## config.mk

```make
export PLATFORM = sky130hd
export DESIGN_NAME = fx2_fifo_arbiter
export DESIGN_NICKNAME = d
export VERILOG_FILES = /design/src/rtl/fx2_pkg.sv /design/src/rtl/fx2_flush_timer.sv /design/src/rtl/fx2_fifo_arbiter.sv
export SDC_FILE = /design/constraint.sdc
export NUM_CORES = 1
export LEC_CHECK = 0
export CAP_MARGIN = 20
export CORE_UTILIZATION = 35
export DETAILED_ROUTE_END_ITERATION = 10
export GPL_TIMING_DRIVEN = 0
export PLACE_DENSITY = 0.65
export SLEW_MARGIN = 30
export SYNTH_ARGS = -nofsm -noshare
export SYNTH_HDL_FRONTEND = slang
export SYNTH_SLANG_ARGS = --single-unit
```

## constraint.sdc

```tcl
create_clock -name clk -period 4 [get_ports clk]
set_input_delay 0.8 -clock clk [delete_from_list [all_inputs] [get_ports clk]]
set_output_delay 0.8 -clock clk [all_outputs]
set_load 0.02 [all_outputs]
```

## src/rtl/fx2_pkg.sv

```systemverilog
// Shared constants for the FX2 slave-FIFO arbiter: endpoint addresses,
// flag bit positions, default sizing and the arbiter FSM encoding.
package fx2_pkg;

   // fifoadr values of the three endpoints
   localparam logic [1:0] CMD_ADDR   = 2'b00;  // EP2, host commands (OUT)
   localparam logic [1:0] REPLY_ADDR = 2'b10;  // EP6, register replies (IN)
   localparam logic [1:0] REC_ADDR   = 2'b11;  // EP8, timetag records (IN)

   // bit positions inside fx2_flags
   localparam int FLAG_CMD   = 0;  // command endpoint non-empty
   localparam int FLAG_REPLY = 1;  // reply endpoint not-full
   localparam int FLAG_REC   = 2;  // record endpoint not-full

   // default sizing
   localparam int DEF_MAX_BURST     = 512;
   localparam int DEF_FLUSH_TIMEOUT = 1024;

   typedef enum logic [2:0] {
      ST_IDLE   = 3'd0,
      ST_RD_SEL = 3'd1,
      ST_RD     = 3'd2,
      ST_WR_SEL = 3'd3,
      ST_WR     = 3'd4,
      ST_PKTEND = 3'd5
   } fx2_state_e;

endpackage

```

## src/rtl/fx2_flush_timer.sv

```systemverilog
// Tracks whether record bytes sit uncommitted in the record endpoint and
// requests a pktend once the record source has been quiet long enough.
module fx2_flush_timer
   import fx2_pkg::*;
#(
   parameter int FLUSH_TIMEOUT = DEF_FLUSH_TIMEOUT
) (
   input  logic clk,
   input  logic reset_n,
   input  logic rec_write,   // a record byte was written this cycle
   input  logic rec_commit,  // record pktend issued this cycle
   input  logic rec_valid,   // record source has a byte
   input  logic rec_flag,    // record endpoint not-full
   output logic pending,
   output logic flush_req
);

   localparam int CW = $clog2(FLUSH_TIMEOUT + 1);
   localparam logic [CW-1:0] CNT_MAX = CW'(FLUSH_TIMEOUT);

   logic [CW-1:0] idle_cnt;

   // Pending flag: set by any record write, cleared by a record pktend
   always_ff @(posedge clk or negedge reset_n) begin
      if (!reset_n) begin
         pending <= 1'b0;
      end else if (rec_write) begin
         pending <= 1'b1;
      end else if (rec_commit) begin
         pending <= 1'b0;
      end
   end

   // Saturating count of quiet cycles while bytes are pending; a new record
   // byte or an empty packet restarts it so one flush fires per packet
   always_ff @(posedge clk or negedge reset_n) begin
      if (!reset_n) begin
         idle_cnt <= '0;
      end else if (rec_valid || !pending) begin
         idle_cnt <= '0;
      end else if (idle_cnt != CNT_MAX) begin
         idle_cnt <= idle_cnt + 1'b1;
      end
   end

   assign flush_req = pending && (idle_cnt == CNT_MAX) && rec_flag;

endmodule

```

## src/rtl/fx2_fifo_arbiter.sv

```systemverilog
// Owns the FX2 slave-FIFO bus and shares it between the command OUT stream,
// the register-reply IN stream and the timetag-record IN stream.
//
// Handshakes: a byte moves on a source/sink pair in exactly the cycle where
// valid and ready are both high at the rising clock edge; ready is never
// asserted without the matching bus strobe in the same cycle.
module fx2_fifo_arbiter
   import fx2_pkg::*;
#(
   parameter int MAX_BURST     = DEF_MAX_BURST,
   parameter int FLUSH_TIMEOUT = DEF_FLUSH_TIMEOUT
) (
   input  logic       clk,
   input  logic       reset_n,
   input  logic [2:0] fx2_flags,
   input  logic [7:0] fx2_fd_in,
   output logic [7:0] fx2_fd_out,
   output logic       fx2_fd_oe,
   output logic [1:0] fx2_fifoadr,
   output logic       fx2_slrd,
   output logic       fx2_slwr,
   output logic       fx2_sloe,
   output logic       fx2_pktend,
   output logic [7:0] cmd_data,
   output logic       cmd_valid,
   input  logic       cmd_ready,
   input  logic [7:0] reply_data,
   input  logic       reply_valid,
   input  logic       reply_last,
   output logic       reply_ready,
   input  logic [7:0] rec_data,
   input  logic       rec_valid,
   output logic       rec_ready,
   output fx2_state_e dbg_state
);

   localparam int BW = $clog2(MAX_BURST + 1);
   localparam logic [BW-1:0] BURST_LAST = BW'(MAX_BURST - 1);

   fx2_state_e state, state_nx;
   logic [1:0]    fifoadr_q, fifoadr_nx;
   logic          sel_reply_q, sel_reply_nx;  // 1 = reply source owns WR
   logic [7:0]    cmd_hold;
   logic          cmd_valid_q;
   logic [BW-1:0] burst_q;
   logic          src_valid, src_flag, wr_xfer, rd_strobe;
   logic          pending, flush_req;

   // Transfer qualifiers for the current cycle
   always_comb begin
      src_valid = sel_reply_q ? reply_valid : rec_valid;
      src_flag  = sel_reply_q ? fx2_flags[FLAG_REPLY] : fx2_flags[FLAG_REC];
      wr_xfer   = (state == ST_WR) && src_valid && src_flag;
      rd_strobe = (state == ST_RD) && fx2_flags[FLAG_CMD] && !cmd_valid_q;
   end

   // Bus and client outputs, decoded from state and qualifiers
   always_comb begin
      fx2_slrd    = !rd_strobe;
      fx2_slwr    = !wr_xfer;
      fx2_sloe    = !((state == ST_RD_SEL) || (state == ST_RD));
      fx2_fd_oe   = (state == ST_WR_SEL) || (state == ST_WR);
      fx2_pktend  = (state != ST_PKTEND);
      fx2_fifoadr = fifoadr_q;
      fx2_fd_out  = sel_reply_q ? reply_data : rec_data;
      reply_ready = wr_xfer && sel_reply_q;
      rec_ready   = wr_xfer && !sel_reply_q;
      cmd_data    = cmd_hold;
      cmd_valid   = cmd_valid_q;
      dbg_state   = state;
   end

   // Next-state: fixed-priority arbitration in IDLE, per-state exits elsewhere
   always_comb begin
      state_nx     = state;
      fifoadr_nx   = fifoadr_q;
      sel_reply_nx = sel_reply_q;
      case (state)
         ST_IDLE: begin
            if (fx2_flags[FLAG_CMD] && !cmd_valid_q) begin
               state_nx   = ST_RD_SEL;
               fifoadr_nx = CMD_ADDR;
            end else if (reply_valid && fx2_flags[FLAG_REPLY]) begin
               state_nx     = ST_WR_SEL;
               fifoadr_nx   = REPLY_ADDR;
               sel_reply_nx = 1'b1;
            end else if (rec_valid && fx2_flags[FLAG_REC]) begin
               state_nx     = ST_WR_SEL;
               fifoadr_nx   = REC_ADDR;
               sel_reply_nx = 1'b0;
            end else if (flush_req) begin
               state_nx   = ST_PKTEND;
               fifoadr_nx = REC_ADDR;
            end
         end
         ST_RD_SEL: state_nx = ST_RD;
         ST_RD: begin
            if (!fx2_flags[FLAG_CMD]) state_nx = ST_IDLE;
         end
         ST_WR_SEL: state_nx = ST_WR;
         ST_WR: begin
            if (!wr_xfer) begin
               state_nx = ST_IDLE;
            end else if (sel_reply_q && reply_last) begin
               state_nx = ST_PKTEND;
            end else if (!sel_reply_q && (burst_q == BURST_LAST)) begin
               state_nx = ST_IDLE;
            end
         end
         ST_PKTEND: state_nx = ST_IDLE;
         default:   state_nx = ST_IDLE;
      endcase
   end

   // State, endpoint selection and source selection registers
   always_ff @(posedge clk or negedge reset_n) begin
      if (!reset_n) begin
         state       <= ST_IDLE;
         fifoadr_q   <= CMD_ADDR;
         sel_reply_q <= 1'b0;
      end else begin
         state       <= state_nx;
         fifoadr_q   <= fifoadr_nx;
         sel_reply_q <= sel_reply_nx;
      end
   end

   // One-byte command holding register; a new read waits until it drains
   always_ff @(posedge clk or negedge reset_n) begin
      if (!reset_n) begin
         cmd_hold    <= 8'h00;
         cmd_valid_q <= 1'b0;
      end else if (rd_strobe) begin
         cmd_hold    <= fx2_fd_in;
         cmd_valid_q <= 1'b1;
      end else if (cmd_valid_q && cmd_ready) begin
         cmd_valid_q <= 1'b0;
      end
   end

   // Record burst length, restarted at every new write grant
   always_ff @(posedge clk or negedge reset_n) begin
      if (!reset_n) begin
         burst_q <= '0;
      end else if (state == ST_WR_SEL) begin
         burst_q <= '0;
      end else if (wr_xfer && !sel_reply_q) begin
         burst_q <= burst_q + 1'b1;
      end
   end

   fx2_flush_timer #(
      .FLUSH_TIMEOUT (FLUSH_TIMEOUT)
   ) u_flush_timer (
      .clk        (clk),
      .reset_n    (reset_n),
      .rec_write  (wr_xfer && !sel_reply_q),
      .rec_commit ((state == ST_PKTEND) && (fifoadr_q == REC_ADDR)),
      .rec_valid  (rec_valid),
      .rec_flag   (fx2_flags[FLAG_REC]),
      .pending    (pending),
      .flush_req  (flush_req)
   );

endmodule

```

==> summary.json, run 1 <==
{
  "grt_max_degree": 28,
  "start_kind": "primary input",
  "timing.final.crit_share": 0.855,
  "floorplan.die.width_um": 76.8,
  "crit_path_max_fanout": 4,
  "synth_area_per_cell_um2": 10.0,
  "syn-num-nets": 232,
  "first_global_vias": 1776,
  "clock_tree.root_cell": "clkbuf_8",
  "leakage_nw": 1.13,
  "data_required_critical_path_ns": 3.20,
  "post-place-cells": 328,
  "yosysWarningCount": 0,
  "r2r_cells": 6,
  "max_slew.worst_pin.slew_ns": 0.691,
  "route.detailed.wl_per_inst_um": 13.5,
  "placeableCoreArea_um2": 5240,
  "cts_htree_levels": 2,
  "power_per_cell_area_nw_per_um2": 590,
  "setup_tns_ns": 0,
  "floorplan_die_area_um2": 5910,
  "setup.reg_to_reg.worst_slack_ns": 1.80,
  "gpl.final_weighted_congestion": 0.768,
  "timing.final.crit_period_ns": 3.42,
  "hold_path_class": "primary input to async pin",
  "initial_utilization": 0.374,
  "place.port_buffers": 61,
  "synth-seq-cells": 37,
  "cts-root-to-sink-buffers": 2,
  "syn_inst": 196,
  "mappedNetlistArea_um2": 1960,
  "number_of_cells_upsized_or_downsized_after_cts": 0,
  "run_status": "complete, no violations",
  "ant_nets": 0,
  "cts_inserted_buffers": 5,
  "clock_tree_from_tritoncts": "yes",
  "setup_viol_count_final": 0,
  "achievable-frequency_mhz": 292,
  "layout_nets": 301,
  "route.detailed.drc": 0,
  "worst_r2r_dst": "dbg_state[2]",
  "post_cts_buffers": 0,
  "layout.cells.most_common": "clkdlybuf4s50_1",
  "maxcap_viol_count": 0,
  "cp-end-kind": "output port",
  "route.detailed.vias_per_inst": 5.05,
  "final_cell_area_um2": 2770,
  "ys_types": 40,
  "wl_um": 4540,
  "overall_overflow_remaining_after_global_route": 0,
  "drt_pre_antenna_iters": 4,
  "post-synth-top-area-fraction": 0.472,
  "drive_gt1_frac": 0.125,
  "synth-seq-area-share": 0.472,
  "synth.area.top_cells": "dfrtp_1 (47%), mux2_2 (9.2%), nor2_1 (4.0%), xnor2_1 (4.0%), xor2_1 (2.7%)",
  "finalClockSkew_ns": 0.00798,
  "synth_top_flop_cell": "dfrtp_1",
  "rsz0062_at_grt": "false",
  "fillCellCount": 498,
  "report.power.total_mw": 1.63,
  "globalRouteTotalUtil": 0.169,
  "row_count": 26,
  "post-synth-top-area-cell": "dfrtp_1",
  "synth_enable_flop_cells": 0,
  "hold_ws_ns": 0.386,
  "io_pins": 62,
  "grt_pass1_wl_um": 7870,
  "hold_viol_final": 0,
  "timing_max_transition_violations_final": 0,
  "max-slew-margin-rel": 0.537,
  "clock_sinks": 37,
  "hpwlAfterDp_um": 3410,
  "rr_startpoint": "u_flush_timer.idle_cnt[0]",
  "number_of_antenna_violations_at_the_first_check_in_global_routing": 0,
  "ant_diodes": 0,
  "clk_latency_ns": 0.29,
  "max-vdd-ir-drop_v": 0.000341,
  "die_h_um": 76.8,
  "kind_of_critical_path": "primary input to output port",
  "clk_pin_slew_worst_paths_ns": 0.07,
  "cts-hold-fix-buffers": 0,
  "most-common-layout-cells": "clkdlybuf4s50_1 (60), dfrtp_1 (37), nor2_1 (21), mux2_2 (16), nand2_1 (12)",
  "worst_ep_arrival_time_ns": 2.62,
  "flow.area_growth_from_synthesis_pct": 41.0,
  "fin_cells": 335,
  "dpl-instance-area_um2": 2680,
  "routed-via-count": 1692,
  "detail_route.iter0.violations": 119,
  "asyncSetResetFlopFracSynth": 1.00
}
==> metrics by stage <==
step | setup WS, ns | util
6_report | 0.581 | 0.528
5_1_grt | 0.490 | 0.528
4_1_cts | 0.565 | 0.528
3_5_place_dp | 0.565 | 0.511
3_3_place_gp | 0.572 | 0.508
2_1_floorplan | 1.33 | -
==> power breakdown <==
part           switching [mW]  internal (mW)  leakage [nW]  total, mW
combinational           0.396          0.402         0.599      0.797
clock                   0.125          0.137        0.0443      0.262
sequential             0.0869          0.486         0.482      0.573
==> worst max-delay path by stage <==
stage                   to         start  depth (start not counted)  slack [ns]
6_report       reply_ready  fx2_flags[2]                          6        0.58
5_1_grt        reply_ready     rec_valid                          6        0.49
4_1_cts        reply_ready     rec_valid                          6        0.56
3_5_place_dp   reply_ready     rec_valid                          6        0.57
3_3_place_gp   reply_ready  fx2_flags[2]                          6        0.57
2_1_floorplan  reply_ready  dbg_state[1]                          5        1.33
==> worst max-delay path, stage by stage <==
cell             delay, ns
clkdlybuf4s50_1       0.53
a21oi_1               0.10
or2_2                 0.32
a21o_1                0.17
nor2_1                0.08
clkdlybuf4s50_1       0.60
==> layout make-up <==
| class | count | area (µm²) | area share |
|---|---|---|---|
| Buffer | 6 | 35.0 | 0.0127 |
| Sequential cell | 37 | 926 | 0.335 |
| Clock buffer | 7 | 86.3 | 0.0312 |
| Inverter | 8 | 30.0 | 0.0109 |
| Multi-Input combinational cell | 145 | 975 | 0.352 |
| Timing Repair Buffer | 62 | 626 | 0.226 |
| Tap cell | 70 | 87.6 | 0.0317 |
==> layer usage <==
| layer | global-route usage | wire length [µm] | vias up | share of wire |
|---|---|---|---|---|
| met3 | 0.0429 | 316 | 8 | 0.070 |
| met2 | 0.281 | 2100 | 58 | 0.46 |
| li1 | - | - | 827 | - |
| met5 | 0 | 0 | - | 0 |
| met1 | 0.199 | 2050 | 799 | 0.45 |
| met4 | 0.0904 | 74 | 0 | 0.016 |
==> Yosys cell counts (all sizes together), types with 2 or more instances <==
| cell type | count |
|---|---|
| clkbuf | 2 |
| nand2b | 6 |
| nor4 | 4 |
| buf | 4 |
| a21oi | 10 |
| xor2 | 6 |
| dfrtp | 37 |
| nand4 | 4 |
| nand3b | 5 |
| inv | 8 |
| nor3 | 7 |
| nor2 | 21 |
| nand2 | 12 |
| mux2 | 16 |
| or3 | 4 |
| o21ai | 7 |
| or4 | 4 |
| or2 | 2 |
| xnor2 | 9 |
| o31ai | 2 |
| ha | 3 |
| nand3 | 8 |
==> cell families after synthesis <==
logic type / Yosys count / synth area share
AOI/OAI and AO/OA: 27 / 0.0862
and+or+nand+nor: 83 / 0.225
xor gates and xnor gates: 15 / 0.0670
DFF: 37 / 0.472
muxes: 17 / 0.0970
buffers and inverters: 14 / 0.0332
adders and majority gates: 3 / 0.0191
==> flip-flops by register name (all words and copies together) (netlist names) <==
register,flops
burst_q,10
cmd_data,8
cmd_valid,1
dbg_state,3
fx2_fifoadr,2
sel_reply_q,1
u_flush_timer.idle_cnt,11
u_flush_timer.pending,1
Power figures use the tool's default switching activity.
==> run 2, diff against run 1 <==
--- a/config.mk
+++ b/config.mk
@@ -6,10 +6,10 @@
 export NUM_CORES = 1
 export LEC_CHECK = 0
 export CAP_MARGIN = 20
-export CORE_UTILIZATION = 35
+export CORE_UTILIZATION = 48
 export DETAILED_ROUTE_END_ITERATION = 10
 export GPL_TIMING_DRIVEN = 0
-export PLACE_DENSITY = 0.65
+export PLACE_DENSITY = 0.84
 export SLEW_MARGIN = 30
 export SYNTH_ARGS = -nofsm -noshare
 export SYNTH_HDL_FRONTEND = slang
==> run 2 against run 1 <==
Final area is 1.1% lower. Count of clock-buffer cells in the layout is 1 lower. First-iteration DRC count is 78% lower. Combinational power hardly changed. Worst setup slack worse by 0.015 ns. Core utilization is 19 points higher. Via count is 0.30% higher. Critical endpoint unchanged. Largest power group unchanged.
==> summary.json, run 2 (synthesized netlist as in run 1, its figures left out) <==
{
  "clock_sinks": {"value": 37, "change": "unchanged"},
  "setup.reg_to_reg.worst_slack": {"value": 1.87, "unit": "ns", "change": "+0.07 ns"},
  "initial_utilization": {"value": 0.516, "change": "+0.142"},
  "detail_route.iter0.violations": {"value": 26, "change": "-78%"},
  "max-vdd-ir-drop": {"value": 0.000358, "unit": "V", "change": "+5.0%"},
  "number_of_antenna_violations_at_the_first_check_in_global_routing": {"value": 0, "change": "unchanged"},
  "largest_register_ff_count": {"value": 11, "change": "unchanged"},
  "clock_tree_from_tritoncts": "yes",
  "route.detailed.drc": {"value": 0, "change": "unchanged"},
  "drive_gt1_frac": {"value": 0.128, "change": "+0.00329"},
  "finalClockSkew": {"value": 0.00361, "unit": "ns", "change": "-0.00437 ns"},
  "fin_cells": {"value": 314, "change": "-6.3%"},
  "post_cts_buffers": {"value": 0, "change": "unchanged"},
  "post-place-cells": {"value": 306, "change": "-6.7%"},
  "clk_pin_slew_worst_paths": {"value": 0.07, "unit": "ns", "change": "about the same"},
  "multi_input_area": {"value": 975, "unit": "µm²", "change": "unchanged"},
  "placeableCoreArea": {"value": 3800, "unit": "µm²", "change": "-27%"},
  "grt_max_degree": {"value": 27, "change": "-3.6%"},
  "critical_path_cell_list": "clkdlybuf4s50_1 -> a21oi_1 -> or2_2 -> a21o_1 -> nor2_1 -> clkdlybuf4s50_1",
  "fillCellCount": {"value": 283, "change": "-43%"},
  "dpl-instance-area": {"value": 2650, "unit": "µm²", "change": "-1.0%"},
  "start_kind": "primary input",
  "cts-hold-fix-buffers": {"value": 0, "change": "unchanged"},
  "path_buf_inv": {"value": 2, "change": "unchanged"},
  "io_pins": {"value": 62, "change": "unchanged"},
  "maxcap_viol_count": {"value": 0, "change": "unchanged"},
  "hpwlAfterDp": {"value": 3260, "unit": "µm", "change": "-4.5%"},
  "hold_viol_final": {"value": 0, "change": "unchanged"},
  "max_slew.worst_pin.slew": {"value": 0.664, "unit": "ns", "change": "-0.0269 ns"},
  "ant_nets": {"value": 0, "change": "unchanged"},
  "ant_diodes": {"value": 0, "change": "unchanged"},
  "rsz0062_at_grt": "false",
  "leakage": {"value": 1.13, "unit": "nW", "change": "about the same"},
  "layout.cells.most_common": "clkdlybuf4s50_1",
  "worst_r2r_dst": "dbg_state[2]",
  "path_delay_family": "buffers and inverters",
  "layout_nets": {"value": 301, "change": "unchanged"},
  "kind_of_critical_path": "primary input to output port",
  "clock_tree.root_cell": "clkbuf_8",
  "route.detailed.wl_per_inst": {"value": 13.9, "unit": "µm", "change": "+2.6%"},
  "number_of_cells_upsized_or_downsized_after_cts": {"value": 0, "change": "unchanged"},
  "setup_tns": {"value": 0, "unit": "ns", "change": "unchanged"},
  "timing.final.crit_period": {"value": 3.43, "unit": "ns", "change": "+0.0147 ns"},
  "routed-via-count": {"value": 1697, "change": "+0.30%"},
  "power_per_cell_area": {"value": 590, "unit": "nW/µm²", "change": "about the same"},
  "timing_max_transition_violations_final": {"value": 0, "change": "unchanged"},
  "crit_path_max_fanout": {"value": 4, "change": "unchanged"},
  "data_required_critical_path": {"value": 3.20, "unit": "ns", "change": "about the same"},
  "hold_path_class": "primary input to async pin",
  "timing.final.crit_share": {"value": 0.858, "change": "+0.00368"},
  "biggest_register": "u_flush_timer.idle_cnt",
  "route.detailed.vias_per_inst": {"value": 5.40, "change": "+7.0%"},
  "gpl.final_weighted_congestion": {"value": 0.783, "change": "+2.0%"},
  "most-common-layout-cells": "clkdlybuf4s50_1 (60), dfrtp_1 (37), nor2_1 (21), mux2_2 (16), nand2_1 (12)",
  "clk_latency": {"value": 0.29, "unit": "ns", "change": "about the same"},
  "achievable-frequency": {"value": 291, "unit": "MHz", "change": "-0.43%"},
  "cp-end-kind": "output port",
  "floorplan_die_area": {"value": 4340, "unit": "µm²", "change": "-26%"},
  "crit_path_frequent_cell": "clkdlybuf4s50_1",
  "place.port_buffers": {"value": 61, "change": "unchanged"},
  "worst_ep_arrival_time": {"value": 2.63, "unit": "ns", "change": "about the same"},
  "drt_pre_antenna_iters": {"value": 5, "change": "+1"},
  "floorplan.die.width": {"value": 65.9, "unit": "µm", "change": "-14%"},
  "grt_pass1_wl": {"value": 7220, "unit": "µm", "change": "-8.2%"},
  "flow.area_growth_from_synthesis_pct": 39.4,
  "final_cell_area": {"value": 2730, "unit": "µm²", "change": "-1.1%"},
  "run_status": "complete, no violations",
  "cts_htree_levels": {"value": 2, "change": "unchanged"},
  "setup_viol_count_final": {"value": 0, "change": "unchanged"},
  "die_h": {"value": 65.9, "unit": "µm", "change": "-14%"},
  "seqCellArea": {"value": 926, "unit": "µm²", "change": "unchanged"},
  "cts-root-to-sink-buffers": {"value": 2, "change": "unchanged"},
  "wl": {"value": 4360, "unit": "µm", "change": "-3.8%"},
  "worst_path_cell_with_the_longest_stage_delay": "clkdlybuf4s50_1",
  "rr_startpoint": "u_flush_timer.idle_cnt[0]",
  "row_count": {"value": 22, "change": "-15%"},
  "cts_inserted_buffers": {"value": 5, "change": "unchanged"},
  "overall_overflow_remaining_after_global_route": {"value": 0, "change": "unchanged"},
  "r2r_cells": {"value": 6, "change": "unchanged"},
  "max-slew-margin-rel": {"value": 0.555, "change": "+0.0180"},
  "cp_slowest_stage_delay": {"value": 0.61, "unit": "ns", "change": "about the same"},
  "globalRouteTotalUtil": {"value": 0.224, "change": "+0.0545"},
  "first_global_vias": {"value": 1628, "change": "-8.3%"}
}
==> run 2: cell count changes in the layout (fill, tap and decap cells not counted) <==
cell | previous run | this run
clkbuf_8 | 6 | 5
clkinv_2 | 0 | 2
==> run 2: metal layers <==
layer | GRT usage | vias to the layer above | part of all wire
met4 | 0.0815 | 0 | 0.016
met3 | 0.0793 | 6 | 0.092
li1 | - | 830 | -
met1 | 0.262 | 782 | 0.42
met2 | 0.374 | 79 | 0.47
met5 | 0 | - | 0
==> run 2: per-stage QoR <==
stage	hold slack (ns)	setup slack, ns	utilization	total power, mW
global route	0.389	0.476	0.720	1.72
CTS	0.383	0.567	0.720	1.62
floorplan	0.493	1.33	-	1.03
global placement	0.486	0.580	0.693	1.35
finish	0.386	0.566	0.720	1.61
detailed placement	0.493	0.570	0.698	1.37
==> run 2: worst reg2reg max path, cell delays in order, from the launching register on <==
cell and delay, ns:
dfrtp_1 0.43, inv_1 0.08, ha_1 0.13, or4b_2 0.59, nor4_1 0.49, o31ai_1 0.19
o32ai_1 0.14
==> run 2: worst max path at each step <==
| stage | startpoint | endpoint | slack (ns) | depth (start not counted) |
|---|---|---|---|---|
| 5_1_grt | rec_valid | reply_ready | 0.48 | 6 |
| 4_1_cts | rec_valid | reply_ready | 0.57 | 6 |
| 3_3_place_gp | fx2_flags[2] | reply_ready | 0.58 | 6 |
| 2_1_floorplan | dbg_state[1] | reply_ready | 1.33 | 5 |
| 3_5_place_dp | rec_valid | reply_ready | 0.57 | 6 |
| 6_report | rec_valid | reply_ready | 0.57 | 6 |
==> run 2: where the power goes <==
part / internal (mW) / switching (mW)
clock: 0.121 / 0.128
sequential: 0.486 / 0.0833
combinational: 0.402 / 0.393
total: 1.01 / 0.604
==> run 2: layout make-up <==
| class | instances | share of cell area |
|---|---|---|
| Tap cell | 48 | 0.0220 |
| Clock inverter | 2 | 0.00366 |
| Buffer | 6 | 0.0128 |
| Inverter | 8 | 0.0110 |
| Sequential cell | 37 | 0.339 |
| Clock buffer | 6 | 0.0265 |
| Timing Repair Buffer | 62 | 0.229 |
| Multi-Input combinational cell | 145 | 0.357 |
